--- src/rtl/mem_arbiter_if.sv ---
// Core-side request/response ports plus the single memory port
// of the IF/LS memory arbiter.
interface mem_arbiter_if #(
  parameter int ADDR_W = 8,
  parameter int DATA_W = 8
);
  logic              if_req_valid;
  logic              if_req_ready;
  logic [ADDR_W-1:0] if_addr;
  logic              if_rsp_valid;
  logic [DATA_W-1:0] if_rsp_data;
  logic              ls_req_valid;
  logic              ls_req_ready;
  logic              ls_req_we;
  logic [ADDR_W-1:0] ls_addr;
  logic [DATA_W-1:0] ls_wdata;
  logic              ls_rsp_valid;
  logic [DATA_W-1:0] ls_rsp_data;
  logic              mem_write;
  logic [ADDR_W-1:0] mem_address;
  logic [DATA_W-1:0] mem_input_data;
  logic [DATA_W-1:0] mem_output_data;
  logic              busy;

  modport master (
    output if_req_valid, if_addr,
    output ls_req_valid, ls_req_we,
    output ls_addr, ls_wdata,
    output mem_output_data,
    input  if_req_ready, if_rsp_valid,
    input  if_rsp_data,
    input  ls_req_ready, ls_rsp_valid,
    input  ls_rsp_data,
    input  mem_write, mem_address,
    input  mem_input_data, busy
  );

  modport slave (
    input  if_req_valid, if_addr,
    input  ls_req_valid, ls_req_we,
    input  ls_addr, ls_wdata,
    input  mem_output_data,
    output if_req_ready, if_rsp_valid,
    output if_rsp_data,
    output ls_req_ready, ls_rsp_valid,
    output ls_rsp_data,
    output mem_write, mem_address,
    output mem_input_data, busy
  );
endinterface

--- src/rtl/mem_arbiter.sv ---
// Arbitrates one single-port memory between instruction fetch
// and load/store, one access in flight at a time.
module mem_arbiter #(
  parameter int ADDR_W   = 8,
  parameter int DATA_W   = 8,
  parameter int RD_LAT   = 1,
  parameter int ARB_MODE = 0
) (
  input logic          clk,
  input logic          rst_n,
  mem_arbiter_if.slave bus
);
  typedef enum logic [1:0] {
    IDLE,
    ACCESS,
    RESP
  } state_t;

  localparam int CNT_W = $clog2(RD_LAT + 2);

  state_t            state;
  logic              owner_ls;
  logic              we_q;
  logic              last_ls;
  logic [CNT_W-1:0]  cnt;
  logic              mw_q;
  logic [ADDR_W-1:0] addr_q;
  logic [DATA_W-1:0] wd_q;
  logic              if_rv_q;
  logic              ls_rv_q;
  logic [DATA_W-1:0] if_rd_q;
  logic [DATA_W-1:0] ls_rd_q;

  logic tie_ls;
  logic grant_ls;
  logic grant_if;
  logic idle;
  logic last_acc;

  // On a tie LS wins unless it was the last port served (RR)
  assign tie_ls   = (ARB_MODE != 0) || !last_ls;
  assign grant_ls = bus.ls_req_valid &&
                    (!bus.if_req_valid || tie_ls);
  assign grant_if = bus.if_req_valid && !grant_ls;
  assign idle     = (state == IDLE);
  assign last_acc = we_q || (cnt == CNT_W'(RD_LAT));

  assign bus.if_req_ready   = rst_n && idle && grant_if;
  assign bus.ls_req_ready   = rst_n && idle && grant_ls;
  assign bus.if_rsp_valid   = if_rv_q;
  assign bus.if_rsp_data    = if_rd_q;
  assign bus.ls_rsp_valid   = ls_rv_q;
  assign bus.ls_rsp_data    = ls_rd_q;
  assign bus.mem_write      = mw_q;
  assign bus.mem_address    = addr_q;
  assign bus.mem_input_data = wd_q;
  assign bus.busy           = !idle;

  always_ff @(posedge clk or negedge rst_n) begin
    if (!rst_n) begin
      state    <= IDLE;
      owner_ls <= 1'b0;
      we_q     <= 1'b0;
      last_ls  <= 1'b0;
      cnt      <= '0;
      mw_q     <= 1'b0;
      addr_q   <= '0;
      wd_q     <= '0;
      if_rv_q  <= 1'b0;
      ls_rv_q  <= 1'b0;
      if_rd_q  <= '0;
      ls_rd_q  <= '0;
    end else begin
      mw_q    <= 1'b0;
      if_rv_q <= 1'b0;
      ls_rv_q <= 1'b0;
      unique case (state)
        IDLE: begin
          if (grant_ls || grant_if) begin
            owner_ls <= grant_ls;
            last_ls  <= grant_ls;
            we_q     <= grant_ls && bus.ls_req_we;
            mw_q     <= grant_ls && bus.ls_req_we;
            addr_q   <= grant_ls ? bus.ls_addr
                                 : bus.if_addr;
            if (grant_ls) wd_q <= bus.ls_wdata;
            cnt      <= '0;
            state    <= ACCESS;
          end
        end
        ACCESS: begin
          if (last_acc) begin
            state <= RESP;
            if (owner_ls) begin
              ls_rv_q <= 1'b1;
              ls_rd_q <= we_q ? '0 : bus.mem_output_data;
            end else begin
              if_rv_q <= 1'b1;
              if_rd_q <= bus.mem_output_data;
            end
          end else begin
            cnt <= cnt + CNT_W'(1);
          end
        end
        RESP: state <= IDLE;
        default: state <= IDLE;
      endcase
    end
  end
endmodule
--- src/flat_wrapper.sv ---
// flat-port wrapper written by rule: the top's interface ports become plain ports
module mem_arbiter_flat 
#(
  parameter int ADDR_W   = 8,
  parameter int DATA_W   = 8,
  parameter int RD_LAT   = 1,
  parameter int ARB_MODE = 0
)
  (clk, rst_n, bus_if_req_valid, bus_if_addr, bus_ls_req_valid, bus_ls_req_we, bus_ls_addr, bus_ls_wdata, bus_mem_output_data, bus_if_req_ready, bus_if_rsp_valid, bus_if_rsp_data, bus_ls_req_ready, bus_ls_rsp_valid, bus_ls_rsp_data, bus_mem_write, bus_mem_address, bus_mem_input_data, bus_busy);
  mem_arbiter_if #(.ADDR_W(ADDR_W), .DATA_W(DATA_W)) bus_i ();
  input logic clk;
  input logic rst_n;
  input wire logic [$bits(bus_i.if_req_valid)-1:0] bus_if_req_valid;
  input wire logic [$bits(bus_i.if_addr)-1:0] bus_if_addr;
  input wire logic [$bits(bus_i.ls_req_valid)-1:0] bus_ls_req_valid;
  input wire logic [$bits(bus_i.ls_req_we)-1:0] bus_ls_req_we;
  input wire logic [$bits(bus_i.ls_addr)-1:0] bus_ls_addr;
  input wire logic [$bits(bus_i.ls_wdata)-1:0] bus_ls_wdata;
  input wire logic [$bits(bus_i.mem_output_data)-1:0] bus_mem_output_data;
  output wire logic [$bits(bus_i.if_req_ready)-1:0] bus_if_req_ready;
  output wire logic [$bits(bus_i.if_rsp_valid)-1:0] bus_if_rsp_valid;
  output wire logic [$bits(bus_i.if_rsp_data)-1:0] bus_if_rsp_data;
  output wire logic [$bits(bus_i.ls_req_ready)-1:0] bus_ls_req_ready;
  output wire logic [$bits(bus_i.ls_rsp_valid)-1:0] bus_ls_rsp_valid;
  output wire logic [$bits(bus_i.ls_rsp_data)-1:0] bus_ls_rsp_data;
  output wire logic [$bits(bus_i.mem_write)-1:0] bus_mem_write;
  output wire logic [$bits(bus_i.mem_address)-1:0] bus_mem_address;
  output wire logic [$bits(bus_i.mem_input_data)-1:0] bus_mem_input_data;
  output wire logic [$bits(bus_i.busy)-1:0] bus_busy;
  assign bus_i.if_req_valid = bus_if_req_valid;
  assign bus_i.if_addr = bus_if_addr;
  assign bus_i.ls_req_valid = bus_ls_req_valid;
  assign bus_i.ls_req_we = bus_ls_req_we;
  assign bus_i.ls_addr = bus_ls_addr;
  assign bus_i.ls_wdata = bus_ls_wdata;
  assign bus_i.mem_output_data = bus_mem_output_data;
  assign bus_if_req_ready = bus_i.if_req_ready;
  assign bus_if_rsp_valid = bus_i.if_rsp_valid;
  assign bus_if_rsp_data = bus_i.if_rsp_data;
  assign bus_ls_req_ready = bus_i.ls_req_ready;
  assign bus_ls_rsp_valid = bus_i.ls_rsp_valid;
  assign bus_ls_rsp_data = bus_i.ls_rsp_data;
  assign bus_mem_write = bus_i.mem_write;
  assign bus_mem_address = bus_i.mem_address;
  assign bus_mem_input_data = bus_i.mem_input_data;
  assign bus_busy = bus_i.busy;
  mem_arbiter #(.ADDR_W(ADDR_W), .DATA_W(DATA_W), .RD_LAT(RD_LAT), .ARB_MODE(ARB_MODE)) u_core (.clk(clk), .rst_n(rst_n), .bus(bus_i));
endmodule
--- config.mk ---
export PLATFORM = sky130hd
export DESIGN_NAME = mem_arbiter_flat
export DESIGN_NICKNAME = d
export VERILOG_FILES = /design/src/rtl/mem_arbiter_if.sv /design/src/rtl/mem_arbiter.sv /design/src/flat_wrapper.sv
export SDC_FILE = /design/constraint.sdc
export NUM_CORES = 1
export LEC_CHECK = 0
export BUFFER_PORTS_ARGS = -buffer_cell sky130_fd_sc_hd__buf_2
export CAP_MARGIN = 20
export CORE_MARGIN = 8
export CORE_UTILIZATION = 48
export DETAILED_ROUTE_END_ITERATION = 16
export GPL_TIMING_DRIVEN = 0
export PLACE_DENSITY = 0.92
export SETUP_SLACK_MARGIN = 0.02
export SLEW_MARGIN = 40
export SYNTH_ARGS = -nofsm -noshare
export SYNTH_HDL_FRONTEND = slang
export SYNTH_SLANG_ARGS = --single-unit
--- constraint.sdc ---
create_clock -name clk -period 4.1 [get_ports clk]
set_input_delay 0.41 -clock clk [delete_from_list [all_inputs] [get_ports clk]]
set_output_delay 0.41 -clock clk [all_outputs]
set_load 0.005 [all_outputs]
==> metrics.md, run 1 <==
| Metric | Value |
|---|---|
| Tmin final | ~2.2 ns |
| Max-cap violations | 0 |
| Pint | between 1 and 1.5 mW |
| Final-report setup violation count | 0 |
| Fraction of layout cells with a size suffix above 1 | 0.513 |
| Die Wd | 76.1 µm |
| Clock root buffer | clkbuf_4 |
| Die height | around 76 µm |
| CTS H-tree lvls | 2 |
| Core ar. | 3580 µm² |
| #FFs+latches synth | 41 |
| GRT overflow | 0 |
| Critical-path cell list | buf_2, nor2_2, clkbuf_1, nand3_1, nor2_1, buf_2 |
| Initial antenna violation count | 0 |
| Skew final | 0.00794 ns |
| GRT Overall Usage | 0.140 |
| Headroom to the max-slew limit | 0.652 |
| Most used cell along the critical path | buf_2 |
| Vias per inst | roughly 5.0 |
| Final Max Slew Viols | 0 |
| Antenna-violating nets left | 0 |
| Maximum vdd drop | roughly 0.34 mV |
| Nets | ~260 |
| CP Launch Type | flip-flop |
| 1st-iter DRT viols | 39 |
| Die area | 5790 µm² |
| I/O Buffers | 74 |
| Initial Util | 0.485 |
| Clk sinks | 41 |
| Drt drc | 0 |
| WL/cell | ~15 µm |
| Final worst path period share | 0.533 |
| Async set-or-reset flop fraction in the synthesized netlist | 1.00 |
| Post-Syn Instances | 142 |
| Psw | ~0.55 mW |
| # diodes | 0 |
| Fin. Hold Viols | 0 |
| Syn_area_per_cell | roughly 12 µm² |
| Register area share after synthesis | 0.592 |
| GP Congestion | just over 0.7 |
| Unrepaired setup endpoints after global routing | false |
| Status | finished clean |
| Final WL | 4010 µm |
| CTS clk-pin slew, worst paths | 0.12 ns |
| Clk_lat worst skew | 0.34 ns |
| Yosys warning total | 0 |
| Crit end category | primary output |
| Crit path arrival time | 1.78 ns |
| CP delay by family, top | buffers and inverters |
| Largest net degree at the start of global routing | 44 |
| Post-CTS setup buffers | 0 |
| CP bufs+invs | 3 |
| Vias | approximately 1,400 |
| Fin area | ~2300 µm² |
| Cts hold-fix bufs | 0 |
| CP max-delay cell | dfrtp_1 |
| Detailed Place HPWL | 3110 µm |
| Final Power | 1.64 mW |
| WS Path Type | flip-flop to primary output |
| Primary FF master, synth | dfrtp_1 |
| Reg power frac | 0.426 |
| TritonCTS buffer count | 5 |
| Combinational Power Share | 0.407 |
| Number of global-route vias before repair | 1,442 |
| Ports | 75 |
| Crit Path Max Fanout | 10 |
| DRT Pass-1 Iters | 4 |
| Leak pwr | roughly 1.1 nW |
| DP Area | 2170 µm² |
| Buffer depth of the longest clock path | 2 |
| Net Sw Frac | 0.333 |
| CP required | around 3.7 ns |
| F_max | ~460 MHz |
| Syn nets | 180 |
| Core Rows | 22 |
| Largest stage delay, worst path | 0.38 ns |
| Unique masters post-synth | 27 |
| CTS tree | done |
| Hold Crit Class | input port to asynchronous set/reset pin |
| First-pass GRT wire length | 6640 µm |
| Post-CTS Resized | 0 |
| Area delta synth->final | 30.1% |
| Cell Area, Synth | 1730 µm² |
| TNS Setup | 0 ns |
| Power density over the cells | 725 nW/µm² |
| Post-synth EDFFs | 0 |
| Worst-margin pin slew | 0.522 ns |
| Clock power frac | 0.167 |
[cell usage in the layout (no fill, tap or decap), types with 2 or more instances in the layout]
cell type / n
buf_2: 76
dfrtp_1: 41
mux2_2: 24
nand2_1: 19
nor2b_1: 9
a21oi_1: 8
a31oi_1: 8
clkbuf_4: 5
clkbuf_1: 3
inv_1: 3
o21ai_0: 3
nor2_1: 2
and3_1: 2
nor3_4: 2
a22o_1: 2
[synthesized netlist by cell type, types with 2 or more instances]
master	count	area [µm²]
o21ai_0	3	15.0
a21oi_1	8	40.0
clkbuf_1	3	11.3
nor2b_1	9	56.3
nor2_1	2	7.51
buf_2	3	15.0
nor3_4	2	32.5
inv_1	3	11.3
a22o_1	2	17.5
nand2_1	19	71.3
dfrtp_1	41	1030
mux2_2	24	270
and3_1	2	12.5
a31oi_1	8	50.1
[path summary, 6_finish.rpt]
| check | start | endpoint | slack (ns) | depth (start not counted) |
|---|---|---|---|---|
| setup / recovery | u_core.state[1]$_DFFE_PN0P_ | bus_if_req_ready | 1.91 | 6 |
| hold reg to reg | u_core.bus.if_rsp_data[2]$_DFFE_PN0P_ | u_core.bus.if_rsp_data[2]$_DFFE_PN0P_ | 0.51 | 1 |
| setup reg to reg | u_core.cnt[1]$_DFFE_PN0P_ | u_core.bus.if_rsp_data[4]$_DFFE_PN0P_ | 2.37 | 5 |
| max in group asynchronous | rst_n | u_core.bus.mem_input_data[7]$_DFFE_PN0P_ | 3.71 | 1 |
| min in group clk | bus_ls_wdata[1] | u_core.bus.mem_input_data[1]$_DFFE_PN0P_ | 0.29 | 2 |
| hold / removal | rst_n | u_core.bus.ls_rsp_data[0]$_DFFE_PN0P_ | 0.02 | 1 |
[per-stage QoR]
stage / hold slack (ns) / util / cells / setup slack [ns]
6_report: 0.0226 / 0.630 / 272 / 1.91
5_1_grt: 0.0485 / 0.630 / 272 / 1.75
4_1_cts: 0.0321 / 0.630 / 272 / 1.87
3_5_place_dp: 0.422 / 0.606 / 264 / 2.27
3_3_place_gp: 0.483 / 0.605 / 264 / 2.15
2_1_floorplan: 0.114 / - / 142 / 2.55
[power groups by stage]
stage	registers, mW	logic (mW)	clock network, mW
6_report	0.697	0.666	0.274
5_1_grt	0.723	0.743	0.293
4_1_cts	0.701	0.684	0.279
3_5_place_dp	0.709	0.686	0
3_3_place_gp	0.695	0.657	0
2_1_floorplan	0.718	0.374	0
[state kept, by name (all words and copies together), names as in the netlist, 2 cells and up]
signal	cells
u_core.state	2
u_core.bus.mem_address	8
u_core.bus.if_rsp_data	8
u_core.bus.ls_rsp_data	8
u_core.bus.mem_input_data	8
u_core.cnt	2
[worst register-to-register path, cell delays in order, from the launching register on]
cell	delay, ns
dfrtp_1	0.42
inv_1	0.06
ha_1	0.22
o21ai_2	0.13
nor3_4	0.39
mux2_2	0.40
[per-layer routing]
metal / part of all wire / wire length, µm / up-vias / global-route usage
met4: 0.017 / 70 / 0 / 0.0731
met3: 0.063 / 254 / 6 / 0.0472
met1: 0.41 / 1630 / 650 / 0.155
li1: - / - / 657 / -
met5: 0 / 0 / - / 0
met2: 0.51 / 2060 / 47 / 0.232
[final cells by class]
| type | count | area (µm²) |
|---|---|---|
| clock buffer | 6 | 51.3 |
| buffer | 7 | 30.0 |
| clock inverter | 2 | 37.5 |
| multi-input combinational | 91 | 667 |
| fill | 297 | 1320 |
| tap | 48 | 60.1 |
| inverter | 3 | 11.3 |
| timing repair buffer | 74 | 373 |
| sequential | 41 | 1030 |
[cell families after synthesis]
| kind of cell | synth area share |
|---|---|
| AO/OA/AOI/OAI | 0.0996 |
| adder cells (fa/ha/maj) | 0.00721 |
| buffers and inverters | 0.0238 |
| flip-flops | 0.592 |
| multiplexers | 0.156 |
| AND/OR/NAND/NOR | 0.122 |
Note: power is estimated with default switching activity, not from simulation.
==> run 2, diff against run 1 <==
--- a/config.mk
+++ b/config.mk
@@ -5,13 +5,14 @@
 export SDC_FILE = /design/constraint.sdc
 export NUM_CORES = 1
 export LEC_CHECK = 0
+export ABC_AREA = 1
 export BUFFER_PORTS_ARGS = -buffer_cell sky130_fd_sc_hd__buf_2
 export CAP_MARGIN = 20
 export CORE_MARGIN = 8
-export CORE_UTILIZATION = 48
+export CORE_UTILIZATION = 43
 export DETAILED_ROUTE_END_ITERATION = 16
 export GPL_TIMING_DRIVEN = 0
-export PLACE_DENSITY = 0.92
+export PLACE_DENSITY = 0.86
 export SETUP_SLACK_MARGIN = 0.02
 export SLEW_MARGIN = 40
 export SYNTH_ARGS = -nofsm -noshare
==> constraint.sdc (replaced) <==
create_clock -name clk -period 2 [get_ports clk]
set_input_delay 0.2 -clock clk [delete_from_list [all_inputs] [get_ports clk]]
set_output_delay 0.2 -clock clk [all_outputs]
set_load 0.005 [all_outputs]
==> run 2 against run 1 <==
Net effect: count of clock-buffer cells in the layout rose by 2; global-route usage fell by 0.20 points; first-iteration DRC count rose by 62%; clock power rose by 85%; clock skew fell by 0.0062 ns; largest cell class unchanged; register-to-register slack got worse by 1.7 ns; power rose by 110%; non-clock buffer count rose by 1; combinational power rose by 130%; area after synthesis rose by 8.9%; flip-flop and latch count did not move; utilization fell by 6.7 points.
==> metrics.md, run 2 <==
| Metric | Value |
|---|---|
| Core ar. | 4290 µm² (+20%) |
| Unique masters post-synth | 17 (-37%) |
| Die height | 82.3 µm (+8.1%) |
| GRT Overall Usage | 0.138 (-0.00204) |
| Combinational Power Share | 0.441 (+0.034) |
| CP max-delay cell | dlygate4sd3_1 |
| Post-Syn Instances | 237 (+67%) |
| GP Congestion | 0.781 (+7.5%) |
| F_max | 581 MHz |
| CTS H-tree lvls | 2 (unchanged) |
| Maximum vdd drop | 0.622 mV (+84%) |
| Commonest cells post-synth | 74 x nand2_1, 44 x inv_1, 41 x dfrtp_1 |
| Ports | 75 (unchanged) |
| Fin cells | 372 (+37%) |
| Primary FF master, synth | dfrtp_1 |
| Status | finished clean |
| Sequential Area | 1030 µm² (unchanged) |
| Die Wd | 82.3 µm (+8.1%) |
| Area delta synth->final | 28.2% |
| Post-CTS setup buffers | 0 (unchanged) |
| Cell Area, Synth | 1890 µm² (+8.9%) |
| Count leader, synth | nand2_1 |
| Hold Crit Class | input port to flip-flop |
| FILL cells | 406 (+37%) |
| Largest stage delay, worst path | 0.54 ns (+0.16 ns) |
| Area of the multi-input gates | 651 µm² (-2.4%) |
| Unrepaired setup endpoints after global routing | false |
| # diodes | 0 (unchanged) |
| #FFs+latches synth | 41 (unchanged) |
| Antenna-violating nets left | 0 (unchanged) |
| Leak pwr | 1.51 nW (+34%) |
| Psw | 1.36 mW (+150%) |
| CP required | 1.80 ns (-1.89 ns) |
| Final core utilization | 0.564 (-0.0669) |
| Syn nets | 275 (+53%) |
| Headroom to the max-slew limit | 0.751 (+0.0986) |
| Clk sinks | 41 (unchanged) |
| Post-synth EDFFs | 0 (unchanged) |
| Reg power frac | 0.412 (-0.014) |
| Clk_lat worst skew | 0.29 ns (-0.05 ns) |
| Skew final | 0.00170 ns (-0.00623 ns) |
| CTS tree | done |
| Detailed Place HPWL | 3380 µm (+8.8%) |
| Fin. Hold Viols | 0 (unchanged) |
| Clock root buffer | clkbuf_8 |
| Final worst path period share | 0.861 |
| Nets | 357 (+37%) |
| Clock power frac | 0.148 (-0.019) |
| Post-synth top area cell | dfrtp_1 |
| CP bufs+invs | 4 (+1) |
| Synth area leaders | dfrtp_1 54%, nand2_1 15%, nand3_1 9.3% |
| Largest net degree at the start of global routing | 43 (-2.3%) |
| Drt drc | 0 (unchanged) |
| Max-cap violations | 0 (unchanged) |
| Power density over the cells | 1420 nW/µm² (+96%) |
| Tmin final | about 1.7 ns |
| Final Power | 3.44 mW (+110%) |
| Final WL | 4430 µm (+10%) |
| Worst-margin pin slew | 0.374 ns (-0.148 ns) |
| CP delay by family, top | buffers and inverters |
| Initial antenna violation count | 0 (unchanged) |
| Net Sw Frac | 0.396 (+0.0623) |
| WS Path Type | input port to primary output |
| Yosys warning total | 0 (unchanged) |
| Final-report setup violation count | 0 (unchanged) |
| Vias per inst | 4.65 (-6.9%) |
| Initial Util | 0.440 (-0.0449) |
| TNS Setup | 0 ns (unchanged) |
| Crit path arrival time | 1.52 ns (-0.26 ns) |
| WL/cell | 11.9 µm (-19%) |
| Async set-or-reset flop fraction in the synthesized netlist | 1.00 (unchanged) |
| Vias | 1,731 (+27%) |
| Fin Hold WS | 0.147 ns (+0.125 ns) |
| CP Launch Type | input port |
| Synth top area share | 0.543 (-0.0482) |
| Syn_area_per_cell | 7.97 µm² (-35%) |
| Buffer depth of the longest clock path | 2 (unchanged) |
| First-pass GRT wire length | 7360 µm (+11%) |
| I/O Buffers | 74 (unchanged) |
| Core Rows | 24 (+9.1%) |
| Die area | 6770 µm² (+17%) |
| Register area share after synthesis | 0.543 (-0.0482) |
| Crit Path Max Fanout | 42 (+32) |
| Critical-path cell list | dlygate4sd3_1, buf_6, inv_1, nor3_1, buf_2 |
| GRT overflow | 0 (unchanged) |
| DRT Pass-1 Iters | 4 (unchanged) |
| Commonest cells after routing, fill and taps aside | 77 x buf_2, 74 x nand2_1, 44 x inv_1, 41 x dfrtp_1, 35 x nand3_1 |
| Number of global-route vias before repair | 1,700 (+18%) |
| Final Max Slew Viols | 0 (unchanged) |
| Placed Cells | 363 (+38%) |
| 1st-iter DRT viols | 63 (+62%) |
| TritonCTS buffer count | 5 (unchanged) |
| CTS clk-pin slew, worst paths | 0.07 ns (-0.05 ns) |
| Crit end category | primary output |
| Pint | 2.08 mW (+91%) |
| Fraction of layout cells with a size suffix above 1 | 0.300 (-0.213) |
| Leading cell type in the layout, fill and taps excluded | buf_2 |
[run 2: changes by cell type after synthesis, moves of 3 or more]
cell / before / now
a21oi_1: 8 / 0
a31oi_1: 8 / 0
buf_4: 0 / 3
clkbuf_1: 3 / 0
inv_1: 3 / 44
mux2_2: 24 / 0
nand2_1: 19 / 74
nand2_2: 0 / 4
nand3_1: 1 / 35
nor2_1: 2 / 12
nor2_4: 0 / 3
nor2b_1: 9 / 0
o21ai_0: 3 / 8
[run 2: power groups by stage]
stage	clock network (mW)	registers (mW)	logic, mW
after floorplan	0	1.46	0.895
after global placement	0	1.42	1.50
after detailed placement	0	1.43	1.56
after CTS	0.528	1.42	1.56
after global routing	0.560	1.47	1.76
final	0.508	1.42	1.52
[run 2: timing repair]
action                                 4_1_cts  5_1_grt
hold buffers                                 1        0
setup endpoints to repair                    0        1
resized for setup                            0        1
endpoints found under the hold margin       41        0
[run 2: logic make-up (layout without fill, tap and decap cells)]
family | Yosys count | after routing | synth area share
AOI/OAI and AO/OA | 10 | 10 | 0.0265
and+or+nand+nor | 133 | 133 | 0.311
buffers and inverters | 52 | 135 | 0.112
DFF | 41 | 41 | 0.543
adders and majority gates | 1 | 1 | 0.00663
[run 2: worst paths after layout]
kind	from	to	depth (start not counted)	slack, ns
worst max-delay path	rst_n	bus_if_req_ready	5	0.28
worst min-delay path	bus_ls_wdata[0]	u_core.bus.mem_input_data[0]$_DFFE_PN0P_	3	0.15
worst max register to register	u_core.cnt[1]$_DFFE_PN0P_	u_core.bus.ls_rsp_data[0]$_DFFE_PN0P_	7	0.71
worst min register to register	u_core.bus.if_rsp_data[3]$_DFFE_PN0P_	u_core.bus.if_rsp_data[3]$_DFFE_PN0P_	2	0.47
max in group asynchronous	rst_n	u_core.bus.mem_address[7]$_DFFE_PN0P_	2	1.34
min in group asynchronous	rst_n	u_core.bus.ls_rsp_data[3]$_DFFE_PN0P_	2	0.38
[run 2: per-stage QoR]
step | setup WS (ns) | cell area (µm²)
4_1_cts | 0.137 | 2420
6_report | 0.278 | 2420
3_5_place_dp | 0.659 | 2330
2_1_floorplan | 0.854 | 1890
3_3_place_gp | 0.392 | 2320
5_1_grt | 0.144 | 2420
[run 2: area by class of cell]
type / instances / area share
multi-input cells: 144 / 0.269
repair buffers: 75 / 0.160
inverters: 45 / 0.0698
plain buffers: 7 / 0.0176
clock buffers: 8 / 0.0331
flip-flops and latches: 41 / 0.424
well taps: 52 / 0.0269
[run 2: worst register-to-register path: cells and delay by family (launching register included)]
kind / cells / cell delay [ns]
adders and majority gates: 1 / 0.18
buffers and inverters: 1 / 0.06
and+or+nand+nor: 5 / 0.58
DFF: 1 / 0.38
[run 2: routing by layer]
metal  vias up  track usage  wire length, µm
li1        876            -                -
met2        63        0.216             1940
met3         6       0.0455              466
met1       786        0.172             1950
met5         -            0                0
met4         0       0.0526               70
==> run 3, diff against run 2 <==
--- a/config.mk
+++ b/config.mk
@@ -12,7 +12,8 @@
 export CORE_UTILIZATION = 43
 export DETAILED_ROUTE_END_ITERATION = 16
 export GPL_TIMING_DRIVEN = 0
-export PLACE_DENSITY = 0.86
+export PLACE_DENSITY_LB_ADDON = 0.2
+export REMOVE_ABC_BUFFERS = 1
 export SETUP_SLACK_MARGIN = 0.02
 export SLEW_MARGIN = 40
 export SYNTH_ARGS = -nofsm -noshare
==> run 3 against run 2 <==
Net effect: combinational power down 6%; sequential power about the same; final cell count down 1.9%; first-iteration DRC count down 11%; largest power group is now sequential cells; non-clock buffer count down 7; hold slack worse by 0.0084 ns; routed wire length down 1.2%; clock skew up 0.0027 ns; power up 2.9%; count of clock-buffer cells in the layout down 1; flip-flop and latch count unchanged.
==> metrics.md, run 3 (synthesized netlist as in run 2, its figures left out) <==
| Metric | Value |
|---|---|
| Crit path arrival time | 1.63 ns (+0.11 ns) |
| Buffer depth of the longest clock path | 2 (unchanged) |
| Initial Util | 0.440 (unchanged) |
| # diodes | 0 (unchanged) |
| Clock power frac | 0.192 (+0.044) |
| Maximum vdd drop | 0.587 mV (-5.7%) |
| CTS tree | done |
| Clock root buffer | clkbuf_8 |
| WS Path Type | input port to primary output |
| Max-cap violations | 0 (unchanged) |
| Power density over the cells | 1470 nW/µm² (+3.2%) |
| Nets | 350 (-2.0%) |
| Hold Crit Class | input port to flip-flop |
| Initial antenna violation count | 0 (unchanged) |
| Headroom to the max-slew limit | 0.478 (-0.273) |
| Core Rows | 24 (unchanged) |
| CP required | 1.80 ns (about the same) |
| WL/cell | 12.0 µm (+0.65%) |
| Commonest cells after routing, fill and taps aside | 74 x nand2_1, 73 x buf_2, 44 x inv_1, 41 x dfrtp_1, 34 x nand3_1 |
| Reg power frac | 0.404 (-0.008) |
| Leading cell type in the layout, fill and taps excluded | nand2_1 |
| Largest stage delay, worst path | 0.53 ns (about the same) |
| Leak pwr | 1.50 nW (-0.66%) |
| Number of global-route vias before repair | 1,690 (-0.59%) |
| CP Launch Type | input port |
| Die height | 82.3 µm (unchanged) |
| Fin. Hold Viols | 0 (unchanged) |
| CP bufs+invs | 4 (unchanged) |
| Crit Path Max Fanout | 42 (unchanged) |
| I/O Buffers | 74 (unchanged) |
| GRT met3 Usage | 0.0649 (+0.0195) |
| Die area | 6770 µm² (unchanged) |
| Grt peak-use layer | met2 |
| Largest net degree at the start of global routing | 43 (unchanged) |
| Worst-margin pin slew | 0.783 ns (+0.409 ns) |
| Final Max Slew Viols | 0 (unchanged) |
| Pint | 2.19 mW (+5.1%) |
| Met2 Track Usage GR | 0.223 (+0.00705) |
| Crit path launch | rst_n |
| Skew final | 0.00437 ns (+0.00267 ns) |
| Final-report setup violation count | 0 (unchanged) |
| Unrepaired setup endpoints after global routing | false |
| Net Sw Frac | 0.383 (-0.0127) |
| TritonCTS buffer count | 5 (unchanged) |
| Crit end category | primary output |
| Status | finished clean |
| Clk_lat worst skew | 0.29 ns (about the same) |
| Vias | 1,696 (-2.0%) |
| CTS H-tree lvls | 2 (unchanged) |
| Vias per inst | 4.65 (-0.14%) |
| Detailed Place HPWL | 3330 µm (-1.6%) |
| Combinational Power Share | 0.404 (-0.037) |
| CTS clk-pin slew, worst paths | 0.07 ns (about the same) |
| First-pass GRT wire length | 7490 µm (+1.8%) |
| Drt drc | 0 (unchanged) |
| GP Congestion | 0.801 (+2.6%) |
| Antenna-violating nets left | 0 (unchanged) |
| Final Power | 3.55 mW (+2.9%) |
| Min-delay src | bus_ls_wdata[0] |
| Die Wd | 82.3 µm (unchanged) |
| 1st-iter DRT viols | 56 (-11%) |
| GRT Overall Usage | 0.141 (+0.00285) |
| TNS Setup | 0 ns (unchanged) |
| Ports | 75 (unchanged) |
| Clk sinks | 41 (unchanged) |
| Final worst path period share | 0.915 (+0.0537) |
| Core ar. | 4290 µm² (unchanged) |
| Final WL | 4370 µm (-1.2%) |
| Psw | 1.36 mW (-0.36%) |
| Critical-path cell list | dlygate4sd3_1, buf_4, inv_1, nor3_1, buf_2 |
| Area delta synth->final | 27.9% |
| Tmin final | 1.83 ns (+0.107 ns) |
| Reg-to-reg startpoint | u_core.state[0]$_DFFE_PN0P_ |
| CP max-delay cell | dlygate4sd3_1 |
| GR Util met1 | 0.167 (-0.00563) |
| F_max | 547 MHz (-5.9%) |
| GRT overflow | 0 (unchanged) |
| DRT Pass-1 Iters | 4 (unchanged) |
| CP delay by family, top | buffers and inverters |
| Post-CTS setup buffers | 0 (unchanged) |
| Fraction of layout cells with a size suffix above 1 | 0.294 (-0.00607) |
run 3: changes by cell type in the layout (fill, tap and decap cells not counted):
cell / change
clkbuf_1: -2
clkbuf_8: +1
nand3_1: -1
nand3_2: +1
buf_2: -4
buf_4: -2
bufinv_16: +1
buf_6: -1
run 3: area by class of cell:
class,instances,area (µm²)
clock buffer,7,86.3
timing repair buffer,75,383
sequential,41,1030
clock inverter,1,30.0
tap,52,65.1
inverter,45,169
multi-input combinational,144,656
fill,420,1880
run 3: path summary, 6_finish.rpt:
path                                                            endpoint  slack (ns)  cells past startpoint
min in group asynchronous              u_core.bus.if_rsp_valid$_DFF_PN0_        0.43                      2
worst min register to register     u_core.bus.ls_rsp_data[3]$_DFFE_PN0P_        0.47                      2
worst min-delay path            u_core.bus.mem_input_data[0]$_DFFE_PN0P_        0.14                      3
max in group asynchronous          u_core.bus.ls_rsp_data[6]$_DFFE_PN0P_        1.22                      2
worst max-delay path                                    bus_if_req_ready        0.17                      5
worst max register to register     u_core.bus.if_rsp_data[7]$_DFFE_PN0P_        0.43                      5
run 3: timing repair:
action                                  CTS  global route
endpoints found under the setup margin    1             0
resized for setup                         1             0
hold buffers                              1             0
endpoints found under the hold margin    41             0
run 3: metrics by stage:
stage	std cells	hold WS, ns	worst slack, ns	util	area (µm²)
6_report	365	0.139	0.170	0.562	2410
5_1_grt	365	0.126	0.0295	0.562	2410
4_1_cts	365	0.126	0.114	0.562	2410
3_5_place_dp	356	0.219	0.275	0.532	2280
3_3_place_gp	356	0.396	0.284	0.531	2280
2_1_floorplan	230	-0.0956	0.648	-	1850
run 3: layer usage:
layer	vias up	part of all wire
li1	865	-
met1	765	0.41
met2	62	0.46
met3	4	0.12
met4	0	0.0055
met5	-	0
run 3: worst reg2reg max path, delay by kind of cell, from the launching register on:
family / cells / cell delay, ns
buffers and inverters: 1 / 0.07
DFF: 1 / 0.37
and+or+nand+nor: 4 / 1.04
run 3: power by group through the flow:
stage	logic, mW	clock network, mW	registers, mW
floorplan	0.810	0	1.48
global placement	1.43	0	1.45
detailed placement	1.47	0	1.45
CTS	1.48	0.703	1.44
global route	1.68	0.738	1.49
finish	1.43	0.682	1.43
